### config.mk
export PLATFORM = sky130hd
export DESIGN_NAME = regfile_scoreboard_flat
export DESIGN_NICKNAME = d
export VERILOG_FILES = /design/src/rtl/regfile_scoreboard_if.sv /design/src/rtl/regfile_scoreboard.sv /design/src/flat_wrapper.sv
export SDC_FILE = /design/constraint.sdc
export NUM_CORES = 2
export LEC_CHECK = 0
export CAP_MARGIN = 30
export CORE_MARGIN = 2
export CORE_UTILIZATION = 43
export CTS_BUF_LIST = sky130_fd_sc_hd__clkbuf_4
export DETAILED_ROUTE_END_ITERATION = 10
export GPL_TIMING_DRIVEN = 0
export PLACE_DENSITY = 0.56
export SLEW_MARGIN = 20
export SYNTH_ARGS = -nofsm -noshare
export SYNTH_HDL_FRONTEND = slang
export SYNTH_SLANG_ARGS = --single-unit
### constraint.sdc
create_clock -name clk -period 10.3 [get_ports clk]
set_clock_uncertainty 0.15 [all_clocks]
set_input_delay 3.09 -clock clk [delete_from_list [all_inputs] [get_ports clk]]
set_output_delay 3.09 -clock clk [all_outputs]
set_load 0.02 [all_outputs]
### src/rtl/regfile_scoreboard_if.sv
// Writeback/ID-side bus of the register file scoreboard.
// Latency: n/a (bundle of wires only).
// Backpressure: none; hazard_stall is the only hold mechanism, carried on this bus.
//
// master : pipeline side (drives WB/ID/hazard controls, consumes read data/busy/status)
// slave  : register file side (regfile_scoreboard)
interface regfile_scoreboard_if #(
    parameter int XLEN   = 32,
    parameter int ADDR_W = 5
);
    logic              hazard_stall;
    logic              hazard_flush;
    logic              WB_RegWrite;
    logic [ADDR_W-1:0] WB_Rd;
    logic [XLEN-1:0]   WB_WriteData;
    logic [31:0]       WB_PC;
    logic [ADDR_W-1:0] ID_Rs1;
    logic [ADDR_W-1:0] ID_Rs2;
    logic              ID_UseRs1;
    logic              ID_UseRs2;
    logic              ID_Issue;
    logic              ID_IssueRegWrite;
    logic [ADDR_W-1:0] ID_IssueRd;
    logic [XLEN-1:0]   ID_ReadData1;
    logic [XLEN-1:0]   ID_ReadData2;
    logic              RF_Busy1;
    logic              RF_Busy2;
    logic              RF_Stall;
    logic [31:0]       RF_RetiredPC;
    logic [31:0]       RF_RetireCount;
    logic              RF_ScoreErr;

    modport master (
        output hazard_stall, hazard_flush,
        output WB_RegWrite, WB_Rd, WB_WriteData, WB_PC,
        output ID_Rs1, ID_Rs2, ID_UseRs1, ID_UseRs2,
        output ID_Issue, ID_IssueRegWrite, ID_IssueRd,
        input  ID_ReadData1, ID_ReadData2, RF_Busy1, RF_Busy2, RF_Stall,
        input  RF_RetiredPC, RF_RetireCount, RF_ScoreErr
    );

    modport slave (
        input  hazard_stall, hazard_flush,
        input  WB_RegWrite, WB_Rd, WB_WriteData, WB_PC,
        input  ID_Rs1, ID_Rs2, ID_UseRs1, ID_UseRs2,
        input  ID_Issue, ID_IssueRegWrite, ID_IssueRd,
        output ID_ReadData1, ID_ReadData2, RF_Busy1, RF_Busy2, RF_Stall,
        output RF_RetiredPC, RF_RetireCount, RF_ScoreErr
    );
endinterface

### src/rtl/regfile_scoreboard.sv
// Integer register file with a 2-bit pending-write counter per register and source stall.
// Latency: reads/busy/stall combinational; array, counters, retire PC/count update next cycle.
// Backpressure: none accepted; raises RF_Stall to ID, hazard_stall freezes issue and retire.
//
// Ports: clk, reset (synchronous, active-high), rf (regfile_scoreboard_if.slave) carrying
// the WB write port, ID issue/read ports, hazard controls and retire status.
// Optional feature: define REGFILE_BYPASS_EN to forward same-cycle writeback data to the
// read ports and let a dependent instruction issue in the writeback cycle.
module regfile_scoreboard #(
    parameter int XLEN     = 32,
    parameter int NUM_REGS = 32,
    parameter int ADDR_W   = $clog2(NUM_REGS)
) (
    input  logic                 clk,
    input  logic                 reset,
    regfile_scoreboard_if.slave  rf
);

    logic [XLEN-1:0] regs     [NUM_REGS];
    logic [1:0]      cnt      [NUM_REGS];
    logic [1:0]      cnt_nxt  [NUM_REGS];
    logic [31:0]     retired_pc;
    logic [31:0]     retire_count;
    logic            score_err;
    logic            err_set;

    logic            wr;
    logic            iss;
    logic            inc;
    logic            dec;

    // Qualified events: x0 targets and stalled cycles never count.
    assign wr  = rf.WB_RegWrite && !rf.hazard_stall && (rf.WB_Rd != '0);
    assign iss = rf.ID_Issue && rf.ID_IssueRegWrite && !rf.hazard_stall &&
                 (rf.ID_IssueRd != '0);

    // Counter next-state. An issue and a retire to the same register cancel out;
    // saturation at either end holds the count and flags a protocol error.
    always_comb begin
        err_set = 1'b0;
        inc     = 1'b0;
        dec     = 1'b0;
        for (int i = 0; i < NUM_REGS; i++) begin
            cnt_nxt[i] = cnt[i];
            inc        = iss && (rf.ID_IssueRd == ADDR_W'(i));
            dec        = wr  && (rf.WB_Rd      == ADDR_W'(i));
            if (inc && !dec) begin
                if (cnt[i] == 2'd3) begin
                    err_set = 1'b1;
                end else begin
                    cnt_nxt[i] = cnt[i] + 2'd1;
                end
            end else if (dec && !inc) begin
                if (cnt[i] == 2'd0) begin
                    err_set = 1'b1;
                end else begin
                    cnt_nxt[i] = cnt[i] - 2'd1;
                end
            end
        end
    end

    always_ff @(posedge clk) begin
        if (reset) begin
            for (int i = 0; i < NUM_REGS; i++) begin
                regs[i] <= '0;
                cnt[i]  <= '0;
            end
            retired_pc   <= '0;
            retire_count <= '0;
            score_err    <= 1'b0;
        end else begin
            // Retirement is architectural: it commits even in a flush cycle.
            if (wr) begin
                regs[rf.WB_Rd] <= rf.WB_WriteData;
                retired_pc     <= rf.WB_PC;
                retire_count   <= retire_count + 32'd1;
            end
            if (rf.hazard_flush) begin
                // Everything in flight is squashed; a coincident issue is dropped and the
                // error flag is sticky across flushes.
                for (int i = 0; i < NUM_REGS; i++) begin
                    cnt[i] <= '0;
                end
            end else begin
                for (int i = 0; i < NUM_REGS; i++) begin
                    cnt[i] <= cnt_nxt[i];
                end
                if (err_set) begin
                    score_err <= 1'b1;
                end
            end
        end
    end

    // Read ports. x0 is forced to zero and never busy regardless of array contents.
    logic [XLEN-1:0] rd_data1;
    logic [XLEN-1:0] rd_data2;
    logic            busy1;
    logic            busy2;

    always_comb begin
        rd_data1 = '0;
        rd_data2 = '0;
        busy1    = 1'b0;
        busy2    = 1'b0;
        if (rf.ID_Rs1 != '0) begin
            rd_data1 = regs[rf.ID_Rs1];
            busy1    = (cnt[rf.ID_Rs1] != 2'd0);
`ifdef REGFILE_BYPASS_EN
            // The retiring write is forwarded; the register stays busy only if older
            // writes remain or a new writer issues to it in the same cycle.
            if (wr && (rf.WB_Rd == rf.ID_Rs1)) begin
                rd_data1 = rf.WB_WriteData;
                busy1    = (cnt[rf.ID_Rs1] > 2'd1) || (iss && (rf.ID_IssueRd == rf.ID_Rs1));
            end
`endif
        end
        if (rf.ID_Rs2 != '0) begin
            rd_data2 = regs[rf.ID_Rs2];
            busy2    = (cnt[rf.ID_Rs2] != 2'd0);
`ifdef REGFILE_BYPASS_EN
            if (wr && (rf.WB_Rd == rf.ID_Rs2)) begin
                rd_data2 = rf.WB_WriteData;
                busy2    = (cnt[rf.ID_Rs2] > 2'd1) || (iss && (rf.ID_IssueRd == rf.ID_Rs2));
            end
`endif
        end
    end

    assign rf.ID_ReadData1   = rd_data1;
    assign rf.ID_ReadData2   = rd_data2;
    assign rf.RF_Busy1       = busy1;
    assign rf.RF_Busy2       = busy2;
    assign rf.RF_Stall       = (busy1 && rf.ID_UseRs1) || (busy2 && rf.ID_UseRs2);
    assign rf.RF_RetiredPC   = retired_pc;
    assign rf.RF_RetireCount = retire_count;
    assign rf.RF_ScoreErr    = score_err;

endmodule

### src/flat_wrapper.sv
// flat-port wrapper written by rule: the top's interface ports become plain ports
module regfile_scoreboard_flat 
#(
    parameter int XLEN     = 32,
    parameter int NUM_REGS = 32,
    parameter int ADDR_W   = $clog2(NUM_REGS)
)
  (clk, reset, rf_hazard_stall, rf_hazard_flush, rf_WB_RegWrite, rf_WB_Rd, rf_WB_WriteData, rf_WB_PC, rf_ID_Rs1, rf_ID_Rs2, rf_ID_UseRs1, rf_ID_UseRs2, rf_ID_Issue, rf_ID_IssueRegWrite, rf_ID_IssueRd, rf_ID_ReadData1, rf_ID_ReadData2, rf_RF_Busy1, rf_RF_Busy2, rf_RF_Stall, rf_RF_RetiredPC, rf_RF_RetireCount, rf_RF_ScoreErr);
  regfile_scoreboard_if #(.XLEN(XLEN), .ADDR_W(ADDR_W)) rf_i ();
  input  logic clk;
  input  logic reset;
  input wire logic [$bits(rf_i.hazard_stall)-1:0] rf_hazard_stall;
  input wire logic [$bits(rf_i.hazard_flush)-1:0] rf_hazard_flush;
  input wire logic [$bits(rf_i.WB_RegWrite)-1:0] rf_WB_RegWrite;
  input wire logic [$bits(rf_i.WB_Rd)-1:0] rf_WB_Rd;
  input wire logic [$bits(rf_i.WB_WriteData)-1:0] rf_WB_WriteData;
  input wire logic [$bits(rf_i.WB_PC)-1:0] rf_WB_PC;
  input wire logic [$bits(rf_i.ID_Rs1)-1:0] rf_ID_Rs1;
  input wire logic [$bits(rf_i.ID_Rs2)-1:0] rf_ID_Rs2;
  input wire logic [$bits(rf_i.ID_UseRs1)-1:0] rf_ID_UseRs1;
  input wire logic [$bits(rf_i.ID_UseRs2)-1:0] rf_ID_UseRs2;
  input wire logic [$bits(rf_i.ID_Issue)-1:0] rf_ID_Issue;
  input wire logic [$bits(rf_i.ID_IssueRegWrite)-1:0] rf_ID_IssueRegWrite;
  input wire logic [$bits(rf_i.ID_IssueRd)-1:0] rf_ID_IssueRd;
  output wire logic [$bits(rf_i.ID_ReadData1)-1:0] rf_ID_ReadData1;
  output wire logic [$bits(rf_i.ID_ReadData2)-1:0] rf_ID_ReadData2;
  output wire logic [$bits(rf_i.RF_Busy1)-1:0] rf_RF_Busy1;
  output wire logic [$bits(rf_i.RF_Busy2)-1:0] rf_RF_Busy2;
  output wire logic [$bits(rf_i.RF_Stall)-1:0] rf_RF_Stall;
  output wire logic [$bits(rf_i.RF_RetiredPC)-1:0] rf_RF_RetiredPC;
  output wire logic [$bits(rf_i.RF_RetireCount)-1:0] rf_RF_RetireCount;
  output wire logic [$bits(rf_i.RF_ScoreErr)-1:0] rf_RF_ScoreErr;
  assign rf_i.hazard_stall = rf_hazard_stall;
  assign rf_i.hazard_flush = rf_hazard_flush;
  assign rf_i.WB_RegWrite = rf_WB_RegWrite;
  assign rf_i.WB_Rd = rf_WB_Rd;
  assign rf_i.WB_WriteData = rf_WB_WriteData;
  assign rf_i.WB_PC = rf_WB_PC;
  assign rf_i.ID_Rs1 = rf_ID_Rs1;
  assign rf_i.ID_Rs2 = rf_ID_Rs2;
  assign rf_i.ID_UseRs1 = rf_ID_UseRs1;
  assign rf_i.ID_UseRs2 = rf_ID_UseRs2;
  assign rf_i.ID_Issue = rf_ID_Issue;
  assign rf_i.ID_IssueRegWrite = rf_ID_IssueRegWrite;
  assign rf_i.ID_IssueRd = rf_ID_IssueRd;
  assign rf_ID_ReadData1 = rf_i.ID_ReadData1;
  assign rf_ID_ReadData2 = rf_i.ID_ReadData2;
  assign rf_RF_Busy1 = rf_i.RF_Busy1;
  assign rf_RF_Busy2 = rf_i.RF_Busy2;
  assign rf_RF_Stall = rf_i.RF_Stall;
  assign rf_RF_RetiredPC = rf_i.RF_RetiredPC;
  assign rf_RF_RetireCount = rf_i.RF_RetireCount;
  assign rf_RF_ScoreErr = rf_i.RF_ScoreErr;
  regfile_scoreboard #(.XLEN(XLEN), .NUM_REGS(NUM_REGS), .ADDR_W(ADDR_W)) u_core (.clk(clk), .reset(reset), .rf(rf_i));
endmodule
# Yosys cells after proc, flatten, opt, wreduce, memory -nomap -nowiden
# Memories as Yosys holds them, arrays and structs flattened.
# Cells that the tools add are included.
[totals]
register_bits = 65
ramBits = 1088
input_bits = 93
out_inout_bits = 132
wordCells = 810
n_memories = 2
[memory_table]
columns = ["name", "depth", "width", "read_ports", "rd_clocked_by_memory_dff", "wr", "line", "text"]
rows = [
  ["u_core.regs", 32, 32, 2, 0, 32, "regfile_scoreboard.sv:19", "logic [XLEN-1:0] regs [NUM_REGS];"],
  ["u_core.cnt", 32, 2, 34, 0, 32, "regfile_scoreboard.sv:20", "logic [1:0] cnt [NUM_REGS];"],
]
[op_classes]
addsub = 65
eq_ne = 94
muxes = 338
bitwise_logic = 65
reduce_logical = 243
[ops]
columns = ["operator", "count"]
rows = [
  ["2-bit 2-to-1 mux", 192],
  ["5-bit equality test, second input constant", 32],
  ["1-bit 2-to-1 mux", 142],
  ["1-bit logical AND", 135],
  ["32-bit 2-to-1 mux", 3],
  ["5-bit by 4-bit equality test with 1-bit output, second input constant", 16],
  ["1-bit logical NOT", 65],
  ["2-bit by 1-bit adder with 2-bit output, second input constant", 32],
  ["2-bit equality test, second input constant", 32],
  ["2-bit logical NOT", 32],
  ["1-bit OR", 64],
  ["2-bit by 1-bit subtractor with 2-bit output, second input constant", 32],
  ["5-bit by 3-bit equality test with 1-bit output, second input constant", 8],
  ["32-bit by 1-bit adder with 32-bit output, second input constant", 1],
  ["32-bit OR reduction", 1],
  ["5-bit by 2-bit equality test with 1-bit output, second input constant", 4],
  ["5-bit nonzero test", 4],
  ["5-bit by 1-bit equality test with 1-bit output, second input constant", 2],
  ["5-bit logical NOT", 2],
  ["5-bit 2-to-1 mux", 1],
  ["2-bit nonzero test", 2],
  ["2-bit AND reduction", 1],
  ["1-bit logical OR", 1],
  ["1-bit NOT", 1],
]

# Depth between registers and ports, before layout
[depth]
depth_word = 102
mapped_depth = 12
mapped_depth_nobuf = 12

# Worst setup path after synthesis
# No wires, ideal clock.
[synth_path]
path_type = "in2out"
start = "input port rf_ID_Rs2[1]"
end = "output port rf_RF_Stall"
t_arrival_ns = 5.022
required_time_ns = 7.060
path_slack_ns = 2.038
stages = 8
path_buffers = 3
path_cell_list = "buf_2 > buf_2 > buf_2 > mux4_2 > o221ai_1 > a21oi_1 > nor3_1 > a211o_1"
[synth_via]
elab_chain_cells = 5
word_cells_on_any_way = 6
classes_between = "1 x mux; 4 x reduce/logical; 1 x memory"
[synth_rtl]
columns = ["element", "line", "text"]
rows = [
  ["start, declared", "flat_wrapper.sv:19", "input wire logic [$bits(rf_i.ID_Rs2)-1:0] rf_ID_Rs2;"],
  ["memory read 32 x 2 bit", "--", ""],
  ["2-bit nonzero test", "regfile_scoreboard.sv:121", "busy2 = (cnt[rf.ID_Rs2] != 2'd0);"],
  ["1-bit 2-to-1 mux (*)", "regfile_scoreboard.sv:119", "if (rf.ID_Rs2 != '0) begin"],
  ["via rf_RF_Busy2", "flat_wrapper.sv:28", "output wire logic [$bits(rf_i.RF_Busy2)-1:0] rf_RF_Busy2;"],
  ["1-bit logical AND (*)", "regfile_scoreboard.sv:135", "assign rf.RF_Stall = (busy1 && rf.ID_UseRs1) || (busy2 && rf.ID_UseRs2);"],
  ["1-bit logical OR (*)", "regfile_scoreboard.sv:135", ""],
  ["end, declared", "flat_wrapper.sv:29", "output wire logic [$bits(rf_i.RF_Stall)-1:0] rf_RF_Stall;"],
]
# The timed path passes the listed nets; every way through them passes the cells marked *.

# Worst setup path in the final report
[layout_path]
start = "input port rf_ID_Rs2[3]"
end = "output port rf_ID_ReadData2[22]"
[layout_via]
elab_chain_cells = 2
word_cells_on_any_way = 3
classes_between = "1 x mux; 1 x reduce/logical; 1 x memory"
[layout_rtl]
columns = ["element", "line", "text"]
rows = [
  ["memory read 32 x 32 bit or 5-bit nonzero test (tied branches)", "--", ""],
  ["32-bit 2-to-1 mux (*)", "regfile_scoreboard.sv:119", ""],
  ["end, declared", "flat_wrapper.sv:26", "output wire logic [$bits(rf_i.ID_ReadData2)-1:0] rf_ID_ReadData2;"],
]
# Mark *: on every way between the ends. The rest lies on a longest branch, timed or not.

==> impl_metrics.toml <==
[logic_synthesis]
netlist_area_mm2 = 0.0626
ys.flop_type = "edfxtp_1"
synthXorXnorAreaFrac_pct = 1.16
ys_seq_area_share_pct = 54.2
synth_edf_count = 1086
synth_most_common_cell = "edfxtp_1"
yosysWarnings = 0
synth_cell_type_count = 62
synth.area.top_cells = "edfxtp_1 52%, mux4_2 23%, and2_1 9.9%"
syn_inst = 4234
async_flop_share_pct = 0
synth_mux_area_share_pct = 24.5
syn_area_per_cell_um2 = 14.8
synth_area_leader_cell = "edfxtp_1"
synthAdderAreaFrac_pct = 1.18
synth_compound_area_share_pct = 1.12
yosys.area.top_type_share_pct = 52.1
synth_top_family_by_area = "multiplexers"
yosys.area_share.simple_pct = 14.7
synthTopCellsByCount = "1086 x edfxtp_1, 995 x and2_1, 651 x mux4_2, 312 x clkbuf_1, 230 x nor2_1"
ys_seq_elements = 1153

[worst_setup_path]
crit_arrival_ns = 6.98
cp_cell_sequence = "clkdlybuf4s50_1 -> clkbuf_2 -> clkbuf_1 -> mux4_2 -> mux2i_1 -> nor2_1 -> clkdlybuf4s50_1"
crit_top_cell = "clkdlybuf4s50_1"
critPathMaxStageDelay_ns = 0.83
required_ns = 7.06
cp_top_family = "buffers and inverters"
crit_path_end_kind = "output pin"
path_class = "input pin to output pin"
path_buf_inv = 4
startpoint_type = "input pin"
crit_slowest_cell = "clkbuf_1"
crit_fanout = 10

[routing]
antenna_left = 0
drc = 0
wl_per_cell_um = 31.8
drt_iter0_markers = 5386
routed_wl_mm = 223
dr.pass1.iters = 6
via_count = 41932
routed_via_density = 5.99

[power_and_ir_drop]
internal_power_mw = 8.27
pwr-share-seq_pct = 48.1
p_clk_share_pct = 36.7
power_mw = 11.5
sw_frac_of_total_pct = 28.0
leakage_nw = 25.2
power_density_mw_per_mm2 = 159
ir_drop_uv = 131
combPwrFrac_pct = 15.2
p_switching_mw = 3.21

[floorplanning]
die_w_um = 386
num_io_pins = 225
start_util_pct = 43.2
die_area_mm2 = 0.149
die_y_um = 386
coreArea_mm2 = 0.145
rows = 140

[layout]
post-route-util_pct = 49.7
final_area_mm2 = 0.0721
area_growth_syn_to_layout_pct = 15.1
drive_gt1_share_pct = 26.0
final_nets = 5005

[placement]
post-place-ws_ns = 0.0329
io_buffers = 213
dp_hpwl_mm = 170
dpl-instance-area_mm2 = 0.0681
gp_congestion = 0.909

[clock_network]
cts_buffer_depth = 4
cts_resized = 0
cts_tree = "built"
cts_setup_buffers = 0
clkSlewWorstSetupHoldPaths_ns = 0.06
clock_latency_ns = 1.29
cts_buffers = 331
root_buffer = "clkbuf_4"
holdBufCountCts = 0
numClockSinks = 1153
htreeDepth = 5

[job]
max-cap-violations = 0

[timing]
fin_setup_tns_ns = 0
fin_crit_sh_pct = 99.3
max_freq_ghz = 0.0978
max_slew.worst_pin.slew_ns = 1.08
period_needed_ns = 10.22
rsz0062_at_grt = "no"
final-hold-violation-count = 0
setup_viol = 0
max_slew_margin_pct = 28.2
finalWorstSetupSlack_ns = 0.0769
drv_slew = 0

[grt]
met2_usage_pct = 43.1
top_usage_layer = "met1"
globalRouteTotalUtil_pct = 30.1
grt_max_degree = 33
antenna_found_initial = 17
grt_pass1_vias = 40524
gr-total-overflow = 0
use_met1_pct = 45.2
grt_use_met3_pct = 7.84
grt_pass1_wl_mm = 308

[run_status]
status = "complete, no violations"

[hold_path]
hp-class = "flop to flop"
## path summary, 6_finish.rpt
check / from / end / slack (ns) / cells past startpoint
worst min register to register: u_core.cnt[0][0] / u_core.cnt[0][0] / 0.28 / 2
worst max-delay path: rf_ID_Rs2[3] / rf_ID_ReadData2[22] / 0.08 / 7
worst min-delay path: u_core.cnt[0][0] / u_core.cnt[0][0] / 0.28 / 2
worst max register to register: u_core.cnt[29][0] / u_core.rf.RF_ScoreErr / 7.45 / 7
## cells in the final DEF (no fill, tap or decap), types with 68 or more instances in the layout
cell type           n
mux4_2            651
and2_1            995
clkbuf_4          471
edfxtp_1         1086
nor2_1            230
inv_1              71
clkdlybuf4s50_1   213
nand2_1           159
clkbuf_1          294
xnor2_1            76
buf_2              68
## power by group through the flow
stage | Combinational, mW | Sequential, mW | Clock, mW
finish | 1.75 | 5.52 | 4.21
global route | 1.80 | 5.55 | 4.51
CTS | 1.71 | 5.51 | 4.26
detailed placement | 1.71 | 5.61 | 0
global placement | 1.67 | 5.61 | 0
floorplan | 0.952 | 5.57 | 0
## metrics by stage
stage | std cells | hold WS [ns]
3_5_place_dp | 6434 | 0.269
6_report | 7000 | 0.279
4_1_cts | 6984 | 0.281
3_3_place_gp | 6395 | 0.277
2_1_floorplan | 4265 | 0.258
5_1_grt | 6992 | 0.305
## logic make-up (layout without fill, tap and decap cells)
| logic type | after synthesis | after routing |
|---|---|---|
| multiplexers | 717 | 717 |
| buffers and inverters | 477 | 1282 |
| other | 1 | 45 |
| AND/OR/NAND/NOR | 1626 | 1626 |
| adder cells (fa/ha/maj) | 59 | 59 |
| XOR/XNOR | 83 | 83 |
| flip-flops | 1153 | 1153 |
| AO/OA/AOI/OAI | 118 | 118 |
## worst reg2reg max path, cell delays in order, from the launching register on
cell       delay [ns]
edfxtp_1         0.36
clkbuf_1         0.19
and3_1           0.24
a2111o_1         0.41
nor4b_1          0.33
nand4_1          0.13
a2111oi_0        0.71
a311oi_1         0.18
## sequential cells by signal (all words and copies together), names as in the netlist
register and cells:
u_core.cnt 64, u_core.regs 1024, u_core.rf.RF_RetireCount 32, u_core.rf.RF_RetiredPC 32
u_core.rf.RF_ScoreErr 1
## layout make-up
class                           count  area, um2
Antenna cell                       13       32.5
Buffer                            406       1730
Clock buffer                      471       3540
Clock inverter                     79        387
Fill cell                       12710      73000
Inverter                           71        267
Multi-Input combinational cell   2635      26900
Sequential cell                  1153      34000
Tap cell                         1917       2400
Timing Repair Buffer              255       2860
## metal layers
metal	share of wire (%)	routed length [um]
met1	42	94400
met5	0	0
met4	2.5	5500
met2	43	96400
met3	12	26200
Power figures use the tool's default switching activity.
